## config.mk

```make
export PLATFORM = sky130hd
export DESIGN_NAME = shift_reg_univ
export DESIGN_NICKNAME = d
export VERILOG_FILES = /design/src/rtl/shift_reg_univ.sv
export SDC_FILE = /design/constraint.sdc
export NUM_CORES = 1
export LEC_CHECK = 0
export ABC_AREA = 1
export CAP_MARGIN = 5
export CORE_UTILIZATION = 55
export DETAILED_ROUTE_END_ITERATION = 8
export DONT_BUFFER_PORTS = 1
export HOLD_SLACK_MARGIN = 0.12
export PLACE_DENSITY = 0.72
export SLEW_MARGIN = 20
export SYNTH_ARGS = -nofsm -noshare
export SYNTH_HDL_FRONTEND = slang
export SYNTH_SLANG_ARGS = --single-unit
```

## constraint.sdc

```tcl
create_clock -name clk -period 1.3 [get_ports clk]
set_clock_uncertainty 0.05 [all_clocks]
set_input_delay 0.26 -clock clk [delete_from_list [all_inputs] [get_ports clk]]
set_output_delay 0.26 -clock clk [all_outputs]
set_load 0.01 [all_outputs]
```

## src/rtl/shift_reg_univ.sv

```systemverilog
// shift_reg_univ
// ----------------------------------------------------------------------------
// Parametrised universal shift register. It covers serial-in/serial-out,
// serial-in/parallel-out, parallel-in/serial-out, rotate and arithmetic shift.
// A saturating counter tracks how many shifts have happened since the last
// reset, preset or load. A one-cycle done pulse marks the edge on which a
// full word has been shifted.
//
// Parameters
//   WIDTH  register width in bits (2 or more)
//   CW     counter width, derived from WIDTH
//
// Ports
//   clk     rising-edge clock
//   reset   synchronous active-high reset (highest priority)
//   preset  synchronous active-high preset, sets q to all ones
//   en      clock enable for mode operations
//   mode    operation select: HOLD, SHR, SHL, ROR, ROL, LOAD, ASR, reserved
//   sin_r   serial input entering the MSB on right shift
//   sin_l   serial input entering the LSB on left shift
//   pin     parallel load data
//   q       register contents
//   sout_r  q[0]
//   sout_l  q[WIDTH-1]
//   cnt     shifts since last reset/preset/load, saturates at WIDTH
//   done    registered pulse on the edge cnt reaches WIDTH
// ----------------------------------------------------------------------------
module shift_reg_univ #(
    parameter int WIDTH = 8,
    localparam int CW = $clog2(WIDTH + 1)
) (
    input  logic             clk,
    input  logic             reset,
    input  logic             preset,
    input  logic             en,
    input  logic [2:0]       mode,
    input  logic             sin_r,
    input  logic             sin_l,
    input  logic [WIDTH-1:0] pin,
    output logic [WIDTH-1:0] q,
    output logic             sout_r,
    output logic             sout_l,
    output logic [CW-1:0]    cnt,
    output logic             done
);

    localparam logic [2:0] MODE_HOLD = 3'b000;
    localparam logic [2:0] MODE_SHR  = 3'b001;
    localparam logic [2:0] MODE_SHL  = 3'b010;
    localparam logic [2:0] MODE_ROR  = 3'b011;
    localparam logic [2:0] MODE_ROL  = 3'b100;
    localparam logic [2:0] MODE_LOAD = 3'b101;
    localparam logic [2:0] MODE_ASR  = 3'b110;

    localparam logic [CW-1:0] CNT_MAX  = CW'(WIDTH);
    localparam logic [CW-1:0] CNT_LAST = CW'(WIDTH - 1);

    logic [WIDTH-1:0] q_next;
    logic             is_shift;
    logic             is_load;

    assign sout_r = q[0];
    assign sout_l = q[WIDTH-1];

    // Next register value for the selected mode. HOLD and the reserved code
    // keep q and are neither shifts nor loads, so cnt stays untouched.
    always_comb begin
        q_next   = q;
        is_shift = 1'b0;
        is_load  = 1'b0;
        case (mode)
            MODE_HOLD: begin
                q_next = q;
            end
            MODE_SHR: begin
                q_next   = {sin_r, q[WIDTH-1:1]};
                is_shift = 1'b1;
            end
            MODE_SHL: begin
                q_next   = {q[WIDTH-2:0], sin_l};
                is_shift = 1'b1;
            end
            MODE_ROR: begin
                q_next   = {q[0], q[WIDTH-1:1]};
                is_shift = 1'b1;
            end
            MODE_ROL: begin
                q_next   = {q[WIDTH-2:0], q[WIDTH-1]};
                is_shift = 1'b1;
            end
            MODE_LOAD: begin
                q_next  = pin;
                is_load = 1'b1;
            end
            MODE_ASR: begin
                q_next   = {q[WIDTH-1], q[WIDTH-1:1]};
                is_shift = 1'b1;
            end
            default: begin
                q_next = q;
            end
        endcase
    end

    // Register, counter and done pulse. done defaults low every edge, so it
    // only survives for the single edge on which cnt steps from WIDTH-1 to
    // WIDTH. Reset, preset and LOAD all take priority over that step and
    // therefore suppress the pulse.
    always_ff @(posedge clk) begin
        if (reset) begin
            q    <= '0;
            cnt  <= '0;
            done <= 1'b0;
        end else if (preset) begin
            q    <= '1;
            cnt  <= '0;
            done <= 1'b0;
        end else begin
            done <= 1'b0;
            if (en) begin
                q <= q_next;
                if (is_load) begin
                    cnt <= '0;
                end else if (is_shift) begin
                    if (cnt != CNT_MAX) begin
                        cnt <= cnt + CW'(1);
                    end
                    done <= (cnt == CNT_LAST);
                end
            end
        end
    end

endmodule

```

After elaboration in Yosys (flattened, before gate mapping)
Index checks and enable logic that the tools add are counted.
Operators by class
  add/sub/neg operators: 1
  equality and inequality tests: 9
  muxes and demuxes: 8
  bitwise operators: 2
  reductions and logical operators: 11
Operators with widths (count)
  $pmux W8 S6: 1
  $mux W8: 2
  $mux W4: 3
  $reduce_or A5 Y1: 2
  $eq A3 B3 Y1 const B: 3
  $reduce_bool A7 Y1: 1
  $eq A3 B2 Y1 const B: 2
  $reduce_and A3 Y1: 2
  $reduce_bool A2 Y1: 3
  $reduce_bool A6 Y1: 1
  $add A4 B1 Y4 const B: 1
  $eq A4 B3 Y1 const B: 1
  $ne A4 B4 Y1 const B: 1
  $eq A3 B1 Y1 const B: 1
  $mux W1: 2
  $ne A2 B2 Y1 const B: 1
  $not A1 Y1: 2
  $reduce_and A2 Y1: 1
  $reduce_or A2 Y1: 1
Word-level totals
  register bits: 13

Depth between registers and ports, before layout
Gate-level depths: netlist of the first run.
  word-level depth: 5
  mapped depth: 9

Worst setup path before layout of the first run
OpenSTA, ideal clock, no wires.
  path kind: register -> register
  start: register cnt[0]
  end: register cnt[3]
  setup time: 0.070 ns
  arrival time: 1.156 ns
  setup slack: 0.024 ns
  stages on the path, launching flop included: 10
  buffers on the path: 0
  period minus slack after synthesis: 1.276 ns
  cell sequence: dfxtp_1 > inv_1 > ha_1 > nand3_1 > nand2_1 > inv_1 > nand2_2 > nand2_1 > nand2_1 > a21oi_1
Between the ends
  longest elaborated chain between the ends: 4
  elaborated cells between the ends (all ways): 7
  classes of those cells: add/sub (1); eq/ne (1); mux (3); reduce/logical (2)
RTL lines
  start, declared: RTL line 43  | output logic [CW-1:0] cnt,
  start signal, assigned: RTL line 126  | cnt <= cnt + CW'(1);
  $add A4 B1 Y4: RTL line 126
  $mux W4: RTL line 125  | if (cnt != CNT_MAX) begin
  $mux W4: RTL line 124  | end else if (is_shift) begin
  $mux W4: RTL line 122  | if (is_load) begin
Parallel ways exist; a longest one is shown, timed or not. The select of a mux whose other input is x is not followed.
A chain may end at the register's enable or synchronous reset.

Final worst setup path of the first run
  start: input port mode[2]
  end: register cnt[1]
Between the ends
  longest elaborated chain between the ends: 5
  elaborated cells between the ends (all ways): 13
  classes of those cells: eq/ne (6); mux (3); reduce/logical (4)
RTL lines
  start, declared: RTL line 36  | input logic [2:0] mode,
  $eq A3 B3 Y1 (tied with other cells): RTL line 71  | case (mode)
  $reduce_or A5 Y1 (no line)
  $mux W1: RTL line 71
  $reduce_bool A2 Y1 (no line)
  $reduce_and A3 Y1 (no line)
Parallel ways exist; a longest one is shown, timed or not.

==> metrics.log, run 1 <==
INFO  metric path_max_fanout = 10
INFO  metric synthesis.instances = between 150 and 200
INFO  metric cap_violations = 0
INFO  metric gp_routability_congestion = ~0.82
INFO  metric finalWorstSetupSlack = 85.0 ps
INFO  metric timing.final.setup_violations = 0
INFO  metric clock_tree.root_cell = sky130_fd_sc_hd__clkbuf_4
INFO  metric dp_worst_setup_slack = 77.9 ps
INFO  metric worst_r2r_startpoint = cnt[0]
INFO  metric final_nets = between 150 and 200
INFO  metric antenna_cells = 0
INFO  metric routedWlPerCell = 11.1 um
INFO  metric yosys_register_bits = 13
INFO  metric die_height = 44.9 um
INFO  metric groute.usage.overall = between 20% and 30%
INFO  metric cp_data_arrival_time = between 1000 and 1500 ps
INFO  metric ant_nets = 0
INFO  metric min_to = q[7]
INFO  metric cts-buffers-inserted = 3
INFO  metric clock_tree.htree_level_count = 1
INFO  metric finalHoldViolations = 0
INFO  metric drt_drc_violations_left = 0
INFO  metric drt-initial-drc-count = 12
INFO  metric worst_path_max_delay_cell = sky130_fd_sc_hd__dlygate4sd3_1
INFO  metric netlist.top_cell.by_area = sky130_fd_sc_hd__dfxtp_1
INFO  metric post_synth_instance_area = ~1000 um^2
INFO  metric layout_worst_path_cycle_share = a little over 90%
INFO  metric routed_wirelength = ~2300 um
INFO  metric largest_net_degree_at_the_start_of_global_routing = 11
INFO  metric die_width = 44.9 um
INFO  metric flow.area_growth_from_synthesis = 7.17%
INFO  metric initial_core_util = 58.6%
INFO  metric vias = 1,038
INFO  metric clk_path_buf_depth = 2
INFO  metric drt_pass1_iterations = 4
INFO  metric leakage = slightly below 0.6 nW
INFO  metric number_of_synthesized_flops_with_an_enable_pin = 0
INFO  metric syn_area_per_cell = between 5 and 6 um^2
INFO  metric timing.critical_path.buf_inv = 1
INFO  metric setup_repair_after_global_routing_missed_its_margin = no
INFO  metric antenna_violations_before_repair = 0
INFO  metric fp.dieArea = 2020 um^2
INFO  metric yosys_warnings = 0
INFO  metric holdCritStartpoint = en
INFO  metric worst_slew_pin_slew = around 340 ps
INFO  metric yosysSeqAreaShare = 25.7%
INFO  metric post-synth-top-count-cell = sky130_fd_sc_hd__nand2_1
INFO  metric result_of_the_run = completed
INFO  metric synth_top_cell_area_share = between 20% and 30%
INFO  metric synthTopCellsByArea = sky130_fd_sc_hd__dfxtp_1 26%, sky130_fd_sc_hd__nand2_1 21%, sky130_fd_sc_hd__inv_1 8.9%
INFO  metric slew_viol_final = 0
INFO  metric ir_drop = 0.477 mV
INFO  metric coreArea = about 1700 um^2
INFO  metric setup_total_negative_slack = 0 ps
INFO  metric grt_pass1_wl = between 3000 and 4000 um
INFO  metric reg2regPathDepth = 8
INFO  metric async_flop_share = 0%
INFO  metric fin_crit = approximately 1200 ps
INFO  metric holdPathStages = 3
INFO  metric crit_path_frequent_cell = sky130_fd_sc_hd__nand2_1
INFO  metric critical_path.endpoint_type = flop
INFO  metric number_of_global_route_vias_before_repair = 814
INFO  metric crit_path_start_kind = input port
INFO  metric worst_hold_path_type = input port to flop
INFO  metric io_buffer_count = 0
INFO  metric ys_types = 17
INFO  metric timing.fmax = between 0.8 and 0.9 GHz
INFO  metric slew_headroom = between 70 and 80%
INFO  metric critPathLaunch = mode[2]
INFO  metric timing.critical_path.cells = dlygate4sd3_1 > nand2_1 > nand2_1 > nand2_2 > nand3_1 > a21oi_2
INFO  metric rr_endpoint = cnt[1]
INFO  metric drive_above_1_share = 18.0%
INFO  metric clock_insertion_delay_worst_skew = approximately 270 ps
INFO  metric post_synth_most_frequent_cells = 56 x sky130_fd_sc_hd__nand2_1, 24 x sky130_fd_sc_hd__inv_1, 21 x sky130_fd_sc_hd__nor2_1
INFO  metric syn_nets = about 190
INFO  metric cp_slowest_stage_delay = between 500 and 600 ps
INFO  metric power_density = 859 nW/um^2
INFO  metric critical_path_required = 1460 ps
INFO  metric worst_setup_hold_path_clk_slew = ~80 ps
INFO  metric tritoncts_num_sinks = 13
INFO  metric num_rows = 15
INFO  metric gr-total-overflow = 0
INFO  metric cpLargestDelayFamily = buffers and inverters
INFO  metric ios = 32
INFO  metric regToRegSetupSlack = between 80 and 90 ps
INFO  metric worstSetupPathType = input port to flop
INFO  metric viasPerCell = around 5.1
INFO  metric dpl.hpwl = 1740 um
INFO  metric cts_tree = done
INFO  metric synth_ff_type = sky130_fd_sc_hd__dfxtp_1
-- worst min-delay path, delay by kind of cell --
family / cells / cell delay [ps]
AND/OR/NAND/NOR: 3 / 170
-- cell type report --
| class | count | area (um^2) |
|---|---|---|
| Multi-Input combinational cell | 127 | 609 |
| Fill cell | 192 | 642 |
| Sequential cell | 13 | 262 |
| Inverter | 27 | 101 |
| Tap cell | 25 | 31.3 |
| Clock buffer | 4 | 26.3 |
| Timing Repair Buffer | 7 | 55.1 |
-- placed cells by master (no fill, tap or decap) --
| cell type | netlist | layout |
|---|---|---|
| sky130_fd_sc_hd__nand3_2 | 4 | 4 |
| sky130_fd_sc_hd__clkbuf_4 | 0 | 3 |
| sky130_fd_sc_hd__inv_1 | 24 | 23 |
| sky130_fd_sc_hd__clkbuf_1 | 0 | 1 |
| sky130_fd_sc_hd__a21oi_2 | 0 | 1 |
| sky130_fd_sc_hd__ha_1 | 2 | 2 |
| sky130_fd_sc_hd__clkinv_1 | 1 | 1 |
| sky130_fd_sc_hd__dfxtp_1 | 13 | 12 |
| sky130_fd_sc_hd__inv_2 | 2 | 3 |
| sky130_fd_sc_hd__dfxtp_2 | 0 | 1 |
| sky130_fd_sc_hd__nor2_1 | 21 | 21 |
| sky130_fd_sc_hd__buf_4 | 3 | 6 |
| sky130_fd_sc_hd__nor2_2 | 8 | 8 |
| sky130_fd_sc_hd__nand2_1 | 56 | 56 |
| sky130_fd_sc_hd__nand2_2 | 3 | 3 |
| sky130_fd_sc_hd__a21oi_1 | 10 | 9 |
| sky130_fd_sc_hd__o21ai_2 | 2 | 2 |
| sky130_fd_sc_hd__nand3_1 | 13 | 13 |
| sky130_fd_sc_hd__nand4_1 | 7 | 7 |
| sky130_fd_sc_hd__dlygate4sd3_1 | 0 | 1 |
| sky130_fd_sc_hd__or2_2 | 1 | 1 |
-- power breakdown --
| part | leakage, nW | switching, mW | internal [mW] |
|---|---|---|---|
| sequential | 0.108 | 0.0476 | 0.425 |
| clock | 0.0150 | 0.134 | 0.119 |
| combinational | 0.460 | 0.128 | 0.0771 |
| total | 0.583 | 0.310 | 0.621 |
-- repair_timing --
item | CTS | global route
setup buffers | 0 | 0
hold buffers | 1 | 0
setup endpoints to repair | 0 | 3
gates resized for setup | 0 | 3
endpoints found under the hold margin | 1 | 0
-- worst max-delay path by stage --
stage               endpoint  slack (ps)  cells after the start
global placement      cnt[3]         130                      9
CTS                   cnt[3]          50                      9
finish                cnt[1]          80                      6
global route          cnt[1]          10                      8
detailed placement    cnt[3]          80                      9
floorplan             cnt[3]          20                      9
-- per-stage QoR --
stage / total power [mW] / instances / utilization (%) / hold WS, ps / instance area (um^2)
after detailed placement: 0.683 / 198 / 60.4 / 409 / 1040
after floorplan: 0.660 / 172 / - / 405 / 1010
after global placement: 0.678 / 198 / 60.4 / 407 / 1040
after CTS: 0.932 / 203 / 62.5 / 146 / 1080
final: 0.931 / 203 / 62.8 / 143 / 1080
after global routing: 0.990 / 203 / 62.8 / 178 / 1080
-- cells by family (layout without fill, tap and decap cells) --
| family | count (synthesis) | in the layout | share of synthesized area [%] |
|---|---|---|---|
| fa+ha+maj | 2 | 2 | 2.47 |
| compound gates | 12 | 12 | 6.68 |
| buf+inv | 32 | 38 | 14.5 |
| flops | 13 | 13 | 25.7 |
| simple gates | 113 | 113 | 50.7 |
-- routing by layer --
metal | part of all wire (%) | vias to the layer above | GRT usage, %
met1 | 48 | 460 | 32.8
met2 | 46 | 26 | 37.9
met4 | 1.1 | 0 | 7.27
met3 | 4.7 | 4 | 5.60
met5 | 0 | - | 0
li1 | - | 548 | -
-- registers in the layout (all words and copies together) (netlist names) --
name	count
q	8
cnt	4
done	1
No activity file was read; power rests on OpenSTA's default activity.
==> inputs of run 2 (changes only) <==
--- a/config.mk
+++ b/config.mk
@@ -10,6 +10,7 @@
 export CORE_UTILIZATION = 55
 export DETAILED_ROUTE_END_ITERATION = 8
 export DONT_BUFFER_PORTS = 1
+export GPL_ROUTABILITY_DRIVEN = 0
 export HOLD_SLACK_MARGIN = 0.12
 export PLACE_DENSITY = 0.72
 export SLEW_MARGIN = 20
==> results of run 2 <==
The final DEF is identical to that of run 1; final timing and power are the same.
==> inputs of run 3 (changes only) <==
--- a/config.mk
+++ b/config.mk
@@ -7,12 +7,12 @@
 export LEC_CHECK = 0
 export ABC_AREA = 1
 export CAP_MARGIN = 5
-export CORE_UTILIZATION = 55
+export CORE_UTILIZATION = 61
 export DETAILED_ROUTE_END_ITERATION = 8
 export DONT_BUFFER_PORTS = 1
 export GPL_ROUTABILITY_DRIVEN = 0
 export HOLD_SLACK_MARGIN = 0.12
-export PLACE_DENSITY = 0.72
+export PLACE_DENSITY = 0.79
 export SLEW_MARGIN = 20
 export SYNTH_ARGS = -nofsm -noshare
 export SYNTH_HDL_FRONTEND = slang
==> metrics.log, run 3 (synthesis results as in run 1) <==
INFO  metric fin_cells = 193 (-4.9%)
INFO  metric worst_slew_pin_slew = 350 ps (+12.4 ps)
INFO  metric largest_net_degree_at_the_start_of_global_routing = 12 (+1)
INFO  metric drt-initial-drc-count = 32 (+20)
INFO  metric routedWlPerCell = 11.9 um (+7.0%)
INFO  metric regArea = 263 um^2 (+0.48%)
INFO  metric ant_nets = 0 (unchanged)
INFO  metric cap_violations = 0 (unchanged)
INFO  metric min_to = q[7]
INFO  metric reg2regPathDepth = 9 (+1)
INFO  metric crit_path_start_kind = flop
INFO  metric timing.fmax = 0.831 GHz (+0.92%)
INFO  metric antenna_violations_before_repair = 0 (unchanged)
INFO  metric num_rows = 14 (-1)
INFO  metric viasPerCell = 5.46 (+6.8%)
INFO  metric finalHoldViolations = 0 (unchanged)
INFO  metric mostFrequentLayoutCell = sky130_fd_sc_hd__nand2_1
INFO  metric setup_repair_after_global_routing_missed_its_margin = no
INFO  metric cp_data_arrival_time = 1370 ps (about the same)
INFO  metric worst_hold_path_type = input port to flop
INFO  metric groute.usage.overall = 26.7% (+2.6 points)
INFO  metric clock_tree.root_cell = sky130_fd_sc_hd__clkbuf_4
INFO  metric leakage = 0.584 nW (about the same)
INFO  metric ios = 32 (unchanged)
INFO  metric power_density = 866 nW/um^2 (+0.90%)
INFO  metric dp_worst_setup_slack = 66.5 ps (-11.4 ps)
INFO  metric layout.cells.most_common_list = 55 x sky130_fd_sc_hd__nand2_1, 22 x sky130_fd_sc_hd__inv_1, 21 x sky130_fd_sc_hd__nor2_1, 12 x sky130_fd_sc_hd__nand3_1, 11 x sky130_fd_sc_hd__dfxtp_1
INFO  metric clock_insertion_delay_worst_skew = 280 ps (about the same)
INFO  metric top_regs = q: 8 flops, cnt: 4 flops, done: 1 flops
INFO  metric cp_slowest_stage_delay = 340 ps (-200 ps)
INFO  metric holdCritStartpoint = en
INFO  metric finalWorstSetupSlack = 96.1 ps (+11.1 ps)
INFO  metric drt_pass1_iterations = 4 (unchanged)
INFO  metric timing.critical_path.buf_inv = 2 (+1)
INFO  metric fp.dieArea = 1830 um^2 (-9.4%)
INFO  metric timing.final.setup_violations = 0 (unchanged)
INFO  metric flow.area_growth_from_synthesis = 7.66%
INFO  metric place.detailed.instances = 188 (-5.1%)
INFO  metric dpl.hpwl = 1680 um (-3.5%)
INFO  metric die_height = 42.7 um (-4.8%)
INFO  metric dpl-instance-area = 1020 um^2 (-1.8%)
INFO  metric critical_path.endpoint_type = flop
INFO  metric largest_register_ff_count = 8 (unchanged)
INFO  metric rr_endpoint = cnt[0]
INFO  metric number_of_global_route_vias_before_repair = 928 (+14%)
INFO  metric drt_drc_violations_left = 0 (unchanged)
INFO  metric initial_core_util = 66.4% (+7.8 points)
INFO  metric worstSetupPathType = flop to flop
INFO  metric worst_path_max_delay_cell = sky130_fd_sc_hd__dfxtp_2
INFO  metric setup_total_negative_slack = 0 ps (unchanged)
INFO  metric io_buffer_count = 0 (unchanged)
INFO  metric crit_path_frequent_cell = sky130_fd_sc_hd__nand2_1
INFO  metric die_width = 42.7 um (-4.8%)
INFO  metric routed_wirelength = 2300 um (+1.7%)
INFO  metric critical_path_required = 1460 ps (about the same)
INFO  metric slew_headroom = 76.6% (-0.83 points)
INFO  metric timing.critical_path.cells = inv_2 > ha_2 > nand3_1 > nand2_1 > inv_2 > nand2_4 > nand2_1 > nand2_1 > a21oi_1
INFO  metric layout_worst_path_cycle_share = 92.6% (-0.85 points)
INFO  metric gr-total-overflow = 0 (unchanged)
INFO  metric clock_tree.htree_level_count = 1 (unchanged)
INFO  metric regToRegSetupSlack = 100 ps (about the same)
INFO  metric drive_above_1_share = 20.9% (+2.9 points)
INFO  metric path_max_fanout = 4 (-6)
INFO  metric tritoncts_num_sinks = 13 (unchanged)
INFO  metric vias = 1,054 (+1.5%)
INFO  metric fin_crit = 1200 ps (-11.1 ps)
INFO  metric fillerInstances = 138 (-28%)
INFO  metric final_instance_area = 1090 um^2 (+0.46%)
INFO  metric largest-register = q
INFO  metric result_of_the_run = completed
INFO  metric clk_path_buf_depth = 2 (unchanged)
INFO  metric ir_drop = 0.599 mV (+26%)
INFO  metric cts-buffers-inserted = 3 (unchanged)
INFO  metric worst_setup_hold_path_clk_slew = 80 ps (about the same)
INFO  metric final_nets = 197 (-0.51%)
INFO  metric worst_r2r_startpoint = cnt[0]
INFO  metric holdPathStages = 3 (unchanged)
INFO  metric cpLargestDelayFamily = flip-flops
INFO  metric multi_input_area = 628 um^2 (+3.1%)
INFO  metric slew_viol_final = 0 (unchanged)
INFO  metric cts_tree = done
INFO  metric antenna_cells = 0 (unchanged)
INFO  metric grt_pass1_wl = 3700 um (+4.3%)
INFO  metric coreArea = 1520 um^2 (-12%)
run 3: final cells by class:
type	count	share of cell area [%]
clock buffer	4	2.41
tap	16	1.84
multi-input combinational	127	57.6
inverter	27	9.30
timing repair buffer	6	4.71
sequential	13	24.1
run 3: worst register-to-register path: stages (launching register included):
cell and delay (ps):
sky130_fd_sc_hd__dfxtp_2 340, sky130_fd_sc_hd__inv_2 40, sky130_fd_sc_hd__ha_2 170, sky130_fd_sc_hd__nand3_1 70, sky130_fd_sc_hd__nand2_1 70, sky130_fd_sc_hd__inv_2 80
sky130_fd_sc_hd__nand2_4 60, sky130_fd_sc_hd__nand2_1 80, sky130_fd_sc_hd__nand2_1 60, sky130_fd_sc_hd__a21oi_1 110
run 3: metal layers:
metal,vias to the layer above,part of all wire [%],track usage [%]
li1,543,-,-
met1,458,44,33.6
met2,46,46,41.5
met3,7,7.2,7.23
met4,0,2.3,13.8
met5,-,0,0
run 3: what timing repair did:
item                                   CTS  global route
setup endpoints to repair                0             4
buffers inserted                         0             0
endpoints found under the hold margin    1             0
hold buffers                             1             0
gates resized for setup                  0            11
run 3: worst max path at each step:
stage | start | to | slack, ps | depth (start not counted)
floorplan | cnt[0] | cnt[3] | 20 | 9
global placement | cnt[0] | cnt[3] | 130 | 9
detailed placement | cnt[0] | cnt[3] | 70 | 9
CTS | cnt[0] | cnt[3] | 40 | 9
global route | cnt[0] | cnt[2] | 10 | 8
finish | cnt[0] | cnt[0] | 100 | 9
run 3: through the flow:
step	util, %	hold WS, ps	power (mW)
floorplan	-	405	0.660
global placement	67.2	408	0.674
detailed placement	67.2	415	0.681
CTS	69.6	129	0.939
global route	71.5	151	0.996
finish	71.5	128	0.944
run 3: where the power goes:
part / switching, mW / internal (mW) / total (mW)
Combinational: 0.135 / 0.0776 / 0.213
Clock: 0.140 / 0.119 / 0.259
Sequential: 0.0469 / 0.425 / 0.472
Total: 0.322 / 0.622 / 0.944
